**src/rtl/ps2_key_decoder.sv**
```systemverilog
// PS/2 keyboard receiver that produces the pong game's btn[3:0] paddle controls.
// The raw PS/2 clock and data lines are synchronised and the clock is filtered.
// 11-bit frames are deframed, and make/break/extended sequences become held key bits.
// Optional macro PS2_ERR_CLEAR_EN: when defined, every frame_err pulse also clears btn.
module ps2_key_decoder #(
   parameter int FILTER_LEN     = 8,
   parameter int TIMEOUT_CYCLES = 200000
) (
   input  logic       clk,
   input  logic       reset,
   input  logic       ps2_clk,
   input  logic       ps2_data,
   output logic [3:0] btn,
   output logic [7:0] scan_code,
   output logic       scan_valid,
   output logic       frame_err
);

   localparam int FW = (FILTER_LEN > 1) ? $clog2(FILTER_LEN) : 1;
   localparam int TW = $clog2(TIMEOUT_CYCLES + 1);
   localparam logic [FW-1:0] FILT_MAX = FW'(FILTER_LEN - 1);
   localparam logic [TW-1:0] TOUT_MAX = TW'(TIMEOUT_CYCLES - 1);

   // Receive FSM states. The FSM advances only on filtered falling edges of ps2_clk.
   typedef enum logic [1:0] {IDLE, DATA, PARITY, STOP} state_t;
   state_t state, state_n;

   logic          clk_s1, clk_s2, data_s1, data_s2;
   logic          filt_clk, filt_prev;
   logic [FW-1:0] filt_cnt;
   logic [TW-1:0] tout_cnt;
   logic [2:0]    bit_cnt;
   logic [7:0]    shreg;
   logic          par_bit;
   logic          ext, brk;
   logic          sample_edge, good_byte, err;

   // Two-flop synchronisers for both asynchronous inputs. They idle high.
   always_ff @(posedge clk or posedge reset) begin
      if (reset) begin
         clk_s1  <= 1'b1;
         clk_s2  <= 1'b1;
         data_s1 <= 1'b1;
         data_s2 <= 1'b1;
      end else begin
         clk_s1  <= ps2_clk;
         clk_s2  <= clk_s1;
         data_s1 <= ps2_data;
         data_s2 <= data_s1;
      end
   end

   // Glitch filter: the filtered clock flips only after FILTER_LEN consecutive samples at the new level.
   always_ff @(posedge clk or posedge reset) begin
      if (reset) begin
         filt_clk  <= 1'b1;
         filt_prev <= 1'b1;
         filt_cnt  <= '0;
      end else begin
         filt_prev <= filt_clk;
         if (clk_s2 == filt_clk) begin
            filt_cnt <= '0;
         end else if (filt_cnt == FILT_MAX) begin
            filt_clk <= clk_s2;
            filt_cnt <= '0;
         end else begin
            filt_cnt <= filt_cnt + 1'b1;
         end
      end
   end

   // The 1->0 transition of the filtered clock is the bit sample point.
   assign sample_edge = filt_prev & ~filt_clk;

   // FSM state register.
   always_ff @(posedge clk or posedge reset) begin
      if (reset) state <= IDLE;
      else       state <= state_n;
   end

   // Next-state logic, with good-byte and error strobes. A timeout overrides any mid-frame state.
   always_comb begin
      state_n   = state;
      good_byte = 1'b0;
      err       = 1'b0;
      case (state)
         IDLE: if (sample_edge) begin
            if (!data_s2) state_n = DATA;
            else          err     = 1'b1;
         end
         DATA:   if (sample_edge && bit_cnt == 3'd7) state_n = PARITY;
         PARITY: if (sample_edge) state_n = STOP;
         STOP: if (sample_edge) begin
            state_n = IDLE;
            if (data_s2 && (^{shreg, par_bit})) good_byte = 1'b1;
            else                                err       = 1'b1;
         end
         default: state_n = IDLE;
      endcase
      if (state != IDLE && !sample_edge && tout_cnt == TOUT_MAX) begin
         state_n = IDLE;
         err     = 1'b1;
      end
   end

   // Frame datapath: shift register (LSB first), bit counter, parity latch and inactivity timer.
   always_ff @(posedge clk or posedge reset) begin
      if (reset) begin
         bit_cnt  <= '0;
         shreg    <= '0;
         par_bit  <= 1'b0;
         tout_cnt <= '0;
      end else begin
         if (state == IDLE || sample_edge) tout_cnt <= '0;
         else                              tout_cnt <= tout_cnt + 1'b1;
         if (sample_edge) begin
            case (state)
               IDLE:   bit_cnt <= '0;
               DATA: begin
                  shreg   <= {data_s2, shreg[7:1]};
                  bit_cnt <= bit_cnt + 1'b1;
               end
               PARITY: par_bit <= data_s2;
               default: ;
            endcase
         end
      end
   end

   // Output stage: publish good bytes, decode prefixes/keys into btn, and report errors.
   always_ff @(posedge clk or posedge reset) begin
      if (reset) begin
         btn        <= '0;
         scan_code  <= '0;
         scan_valid <= 1'b0;
         frame_err  <= 1'b0;
         ext        <= 1'b0;
         brk        <= 1'b0;
      end else begin
         scan_valid <= good_byte;
         frame_err  <= err;
         if (err) begin
            ext <= 1'b0;
            brk <= 1'b0;
`ifdef PS2_ERR_CLEAR_EN
            btn <= '0;
`else
            btn <= btn;
`endif
         end else if (good_byte) begin
            scan_code <= shreg;
            if (shreg == 8'hE0) begin
               ext <= 1'b1;
            end else if (shreg == 8'hF0) begin
               brk <= 1'b1;
            end else begin
               ext <= 1'b0;
               brk <= 1'b0;
               case ({ext, shreg})
                  9'h01D: btn[0] <= ~brk;
                  9'h01B: btn[1] <= ~brk;
                  9'h175: btn[2] <= ~brk;
                  9'h172: btn[3] <= ~brk;
                  default: ;
               endcase
            end
         end
      end
   end

endmodule
```
**config.mk**
```make
export PLATFORM = sky130hd
export DESIGN_NAME = ps2_key_decoder
export DESIGN_NICKNAME = d
export VERILOG_FILES = /design/src/rtl/ps2_key_decoder.sv
export SDC_FILE = /design/constraint.sdc
export NUM_CORES = 1
export LEC_CHECK = 0
export CAP_MARGIN = 15
export CORE_MARGIN = 2
export CORE_UTILIZATION = 52
export DETAILED_ROUTE_END_ITERATION = 6
export PLACE_DENSITY = 0.74
export SLEW_MARGIN = 5
export SYNTH_ARGS = -nofsm -noshare
export SYNTH_HDL_FRONTEND = slang
export SYNTH_SLANG_ARGS = --single-unit
```
**constraint.sdc**
```tcl
create_clock -name clk -period 1.9 [get_ports clk]
set_clock_uncertainty 0.05 [all_clocks]
set_input_delay 0.57 -clock clk [delete_from_list [all_inputs] [get_ports clk]]
set_output_delay 0.57 -clock clk [all_outputs]
set_load 0.02 [all_outputs]
```
* Word-level counts from Yosys, hierarchy flattened
Index checks and enable logic that the tools add are counted.
W data, S select, Z words.
** Word-level totals
- Output and inout port bits :: 14
- Input bits :: 4
- Bits in writable memories :: 0
- Bits in registers :: 57
- Memories :: 0
- ROM bits :: 0
- Word-level logic and storage cells :: 102
- Latch bits :: 0
** Cells by class
- Order comparisons :: 0
- Bitwise logic cells :: 7
- Reductions and logical operators :: 23
- Shift operators :: 0
- Div/mod/pow operators :: 0
- $add $sub $neg :: 3
- Eq/ne operators :: 20
- Multiply operators :: 0
- Muxes and demuxes :: 28
** Operator list (count)
- $reduce_and A5 Y1 :: 5
- $add A18 B1 Y18 const B :: 1
- $eq A18 B18 Y1 const B :: 1
- $eq A9 B5 Y1 const B :: 2
- $eq A9 B9 Y1 const B :: 2
- $mux W18 :: 1
- $ne A3 B3 Y1 const B :: 6
- $eq A8 B8 Y1 const B :: 2
- $mux W1 :: 16
- $reduce_and A2 Y1 :: 7
- $mux W2 :: 6
- $reduce_xor A9 Y1 :: 1
- $pmux W2 S4 :: 1
- $add A3 B1 Y3 const B :: 2
- $eq A3 B3 Y1 const B :: 2
- $mux W3 :: 2
- $not A1 Y1 :: 6
- $pmux W3 S2 :: 1
- $reduce_bool A2 Y1 :: 3
- $eq A2 B2 Y1 const B :: 2
- $logic_and A1 B1 Y1 :: 4
- $eq A2 B1 Y1 const B :: 1
- $logic_not A2 Y1 :: 1
- $ne A2 B2 Y1 const B :: 1
- 5 further kinds :: 5

* Logic depth before layout (Yosys ltp)
- Word-level depth :: 8
- Gate-level depth with buffers :: 8
- Depth with buffers taken out :: 6

* Least setup slack after synthesis
Ideal clock, no wire load.
- Kind :: flip-flop to flip-flop
- Start point :: register state[0]
- End point :: register state[0]
- Clock period less this slack :: 2.018 ns
- Arrival :: 1.832 ns
- Setup time :: 0.136 ns
- Setup slack :: -0.118 ns
- Data required time :: 1.714 ns
- Buffers on the path :: 2
- Stages on the path, launching flop included :: 9
- Cells stage by stage :: dfrtp_1 inv_1 ha_1 nand2b_1 clkbuf_1 or4_1 clkbuf_1 o2111ai_1 o211ai_1
** Between the ends
- Longest elaborated chain between the ends :: 5
- Elaborated cells on any way between the ends :: 15
- Classes of those cells :: eq/ne (8); mux (2); reduce/logical (5)
** RTL lines
- start: declaration :: RTL line 26 : state_t state, state_n;
- start signal: assignment :: RTL line 78 : else state <= state_n;
- $reduce_bool A2 Y1 :: RTL line 100 : if (state != IDLE && !sample_edge && tout_cnt == TOUT_MAX) begin
- $logic_and A1 B1 Y1 (2 in series) :: RTL line 100
- $ne A3 B3 Y1 (no line)
- $reduce_and A5 Y1 (no line)
Several ways; a longest one is shown, not always the timed one.
A chain may end at the register's enable or synchronous reset.

* Final worst setup path
- Start point :: register shreg[6]
- End point :: register scan_code[6]
** Between the ends
- Elaborated cells on any way between the ends :: 11
- Classes of those cells :: mux (7); bitwise (1); reduce/logical (3)
** RTL lines
- start: declaration :: RTL line 33 : logic [7:0] shreg;
- start signal: assignment :: RTL line 120 : shreg <= {data_s2, shreg[7:1]};
- $reduce_xor A9 Y1 :: RTL line 95 : if (data_s2 && (^{shreg, par_bit})) good_byte = 1'b1;
- $logic_and A1 B1 Y1 :: RTL line 95
- $mux W1 :: RTL line 95
- $mux W1 :: RTL line 93 : STOP: if (sample_edge) begin
- $mux W1 :: RTL line 86 : case (state)
- via good_byte :: RTL line 36 : logic sample_edge, good_byte, err;
- $reduce_and A2 Y1 (no line)
- end signal: assignment :: RTL line 151 : scan_code <= shreg;
- end: declaration :: RTL line 14 : output logic [7:0] scan_code,
The timed path passes the listed nets, and every way through them passes these cells.

==> impl_summary.log <==
[metrics] routed via count: 1905
[metrics] wire length of the first global-routing pass: between 8000 and 9000 um
[metrics] overall overflow remaining after global route: 0
[metrics] worst path required time: 2.07 ns
[metrics] top-level I/O count: 18
[metrics] area of the mapped netlist: 2680 um2
[metrics] Routability Congestion: 0.858
[metrics] clk buf depth: 2
[metrics] power per cell area: 1190 nW/um2
[metrics] Static Leakage: 1.70 nW
[metrics] number of flops mapped to enable cells by yosys: 0
[metrics] final sum of negative setup slack: -1.08 ns
[metrics] clock network fraction of total power: around a quarter
[metrics] final clock period utilization by the worst path: 105%
[metrics] number of maximum-capacitance constraint violations: 0
[metrics] Reg clk slew, reported paths: 0.06 ns
[metrics] Clock Root Buffer: clkbuf_8
[metrics] type of the worst setup path: flop to flop
[metrics] die area: 5730 um2
[metrics] leading cell type in the layout, fill and taps excluded: dfrtp_1
[metrics] transition time of the tightest slew-check pin: 0.493 ns
[metrics] register share of total power: 36.4%
[metrics] share of post-route cells with drive strength above 1: 29.4%
[metrics] count of warnings emitted by yosys: 0
[metrics] maximum clock rate: 501 MHz
[metrics] Syn Inst Count: 228
[metrics] unrepaired setup endpoints after global routing: yes
[metrics] worst IR drop on VDD: about 0.56 mV
[metrics] placed wire-length estimate: 3520 um
[metrics] sw power: 0.00136 W
[metrics] commonest cells after routing, fill and taps aside: dfrtp_1, buf_4, nor2_1
[metrics] DRC violation total after the first TritonRoute iteration: 85
[metrics] number of nets with antenna violations after routing: 0
[metrics] Combinational Power Share: 37.9%
[metrics] GRT Resource Usage Total: 20.8%
[metrics] CP max FO: 9
[metrics] utilization after layout: roughly two thirds
[metrics] clock sink count: 57
[metrics] outcome: complete, but fails checks
[metrics] number of placement rows: 26
[metrics] Buffers on Ports: 17
[metrics] signed area change from the synthesized netlist to the final layout: 28.8%
[metrics] nature of the critical path endpoint: flop
[metrics] mean number of vias per cell: 5.31
[metrics] Reg area: 1430 um2
[metrics] starting density of the core: 53.1%
[metrics] DRC errors left: 0
[metrics] pre-CTS worst setup slack: -0.0651 ns
[metrics] arrival time at the worst endpoint: 2.17 ns
[metrics] Die Y-Extent: 75.7 um
[metrics] largest net degree at the start of global routing: 31
[metrics] htree depth: 3
[metrics] final hold violations: 0
[metrics] violated checks: negative setup slack
[metrics] via count of the first global-routing pass: 1877
[metrics] Post-Synthesis Net Count: 242
[metrics] core region area: 5040 um2
[metrics] average detailed-routed wire length per instance: 14.7 um
[metrics] post-synth cell types: 38
[metrics] layout net count: 298
[metrics] type of origin of the critical path: flop
[metrics] CTS tree: done
[metrics] area of combinational cells with multiple inputs: 1270 um2
[metrics] worst min-delay path class: flop to flop
[metrics] later-pin clock latency in the skew report: 0.34 ns
[metrics] per-instance average area after synthesis: 11.7 um2
[metrics] switching portion of total power: 33.2%
[metrics] design area: ~3400 um2
[metrics] TritonCTS buffer count: 9
[metrics] Main synth FF type: dfrtp_1
[metrics] shortest period the worst path allows: 1.99 ns
[metrics] flop and latch count out of synthesis: 57
[metrics] chip width: approximately 76 um
[metrics] cell area after placement: 3170 um2
[metrics] Final Routed Wirelength: around 5300 um
[metrics] async set or reset register ratio after synthesis: 100%
[metrics] initial antenna violation count: 0
[metrics] internal power: between 0.002 and 0.003 W
[metrics] fill cell instance count of the final layout: 383
[metrics] final setup vio count: 16
[metrics] worst slew slack as a fraction of its limit: 66.7%
[metrics] register area share after synthesis: a little over half
[metrics] count of inserted antenna diode cells: 0
[metrics] Final Max Slew Viols: 0
[metrics] final setup slack of the worst path: -0.0944 ns
[metrics] number of optimization iterations in the first detailed-route pass: 4
registers in the layout, summed over array words and instances, names as in the netlist, 2 cells and up:
register and flops:
tout_cnt 18, scan_code 8, shreg 8, btn 4, bit_cnt 3, filt_cnt 3
state 2
critical path, stage by stage (launching register included):
cell and delay (ns):
dfrtp_1 0.40, xnor2_1 0.18, xnor3_2 0.52, xnor2_4 0.17, nor2_4 0.11, buf_12 0.15
mux2_4 0.30
power by group through the flow:
stage                     Sequential, W  Combinational (W)  Clock, W
after floorplan                 0.00153           0.000834         0
after global placement          0.00150            0.00121         0
after detailed placement        0.00151            0.00125         0
after CTS                       0.00149            0.00128   0.00108
after global routing            0.00151            0.00172   0.00112
final                           0.00149            0.00155   0.00105
cell usage after synthesis, types with 7 or more instances:
cell type  number  area, um2
nand2_1        10       37.5
o21ai_0         7       35.0
inv_1          10       37.5
nand4_1         7       43.8
xor2_1         13        114
nor2_1         23       86.3
nor3_1          7       35.0
mux2_2         10        113
ha_1           10        125
xnor2_1         9       78.8
mux2_4          8        120
dfrtp_1        51       1280
nand3_1        13       65.1
routing by layer:
metal / global-route usage (%) / up-vias / part of all wire (%)
li1: - / 912 / -
met1: 24.8 / 946 / 42
met2: 34.1 / 36 / 52
met3: 4.89 / 11 / 3.1
met4: 12.9 / 0 / 2.5
met5: 0 / - / 0
kinds of logic after synthesis:
logic type | count (synthesis) | share of synthesized area, %
AND/OR/NAND/NOR | 83 | 16.6
multiplexers | 22 | 10.2
flip-flops | 57 | 53.6
buffers and inverters | 14 | 1.96
XOR/XNOR | 24 | 8.70
AO/OA/AOI/OAI | 18 | 4.26
adder cells (fa/ha/maj) | 10 | 4.68
stage by stage:
stage,instances,total power (W),hold WS [ns]
floorplan,228,0.00236,0.295
global placement,341,0.00271,0.296
detailed placement,341,0.00276,0.297
CTS,357,0.00385,0.309
global route,359,0.00434,0.309
finish,359,0.00409,0.308
timing repair:
action	4_1_cts	5_1_grt
cloned	0	0
endpoints found under the setup margin	30	18
buffers inserted	0	2
hold buffers	0	0
pin swaps	2	12
resized for setup	17	10
path summary, 6_finish.rpt:
check / from / to / slack (ns) / cells after the start
min reg2reg: clk_s1 / clk_s2 / 0.31 / 0
min: clk_s1 / clk_s2 / 0.31 / 0
min in group asynchronous: reset / tout_cnt[16] / 0.50 / 2
max reg2reg: shreg[6] / scan_code[6] / -0.09 / 6
max: shreg[6] / scan_code[6] / -0.09 / 6
max in group asynchronous: reset / tout_cnt[5] / 0.79 / 3
layout make-up:
class	count	share of cell area [%]
timing repair buffer	49	12.6
clock buffer	16	5.23
multi-input combinational	157	36.8
sequential	57	41.6
inverter	10	1.20
tap	70	2.54
Note: power is estimated with default switching activity, not from simulation.
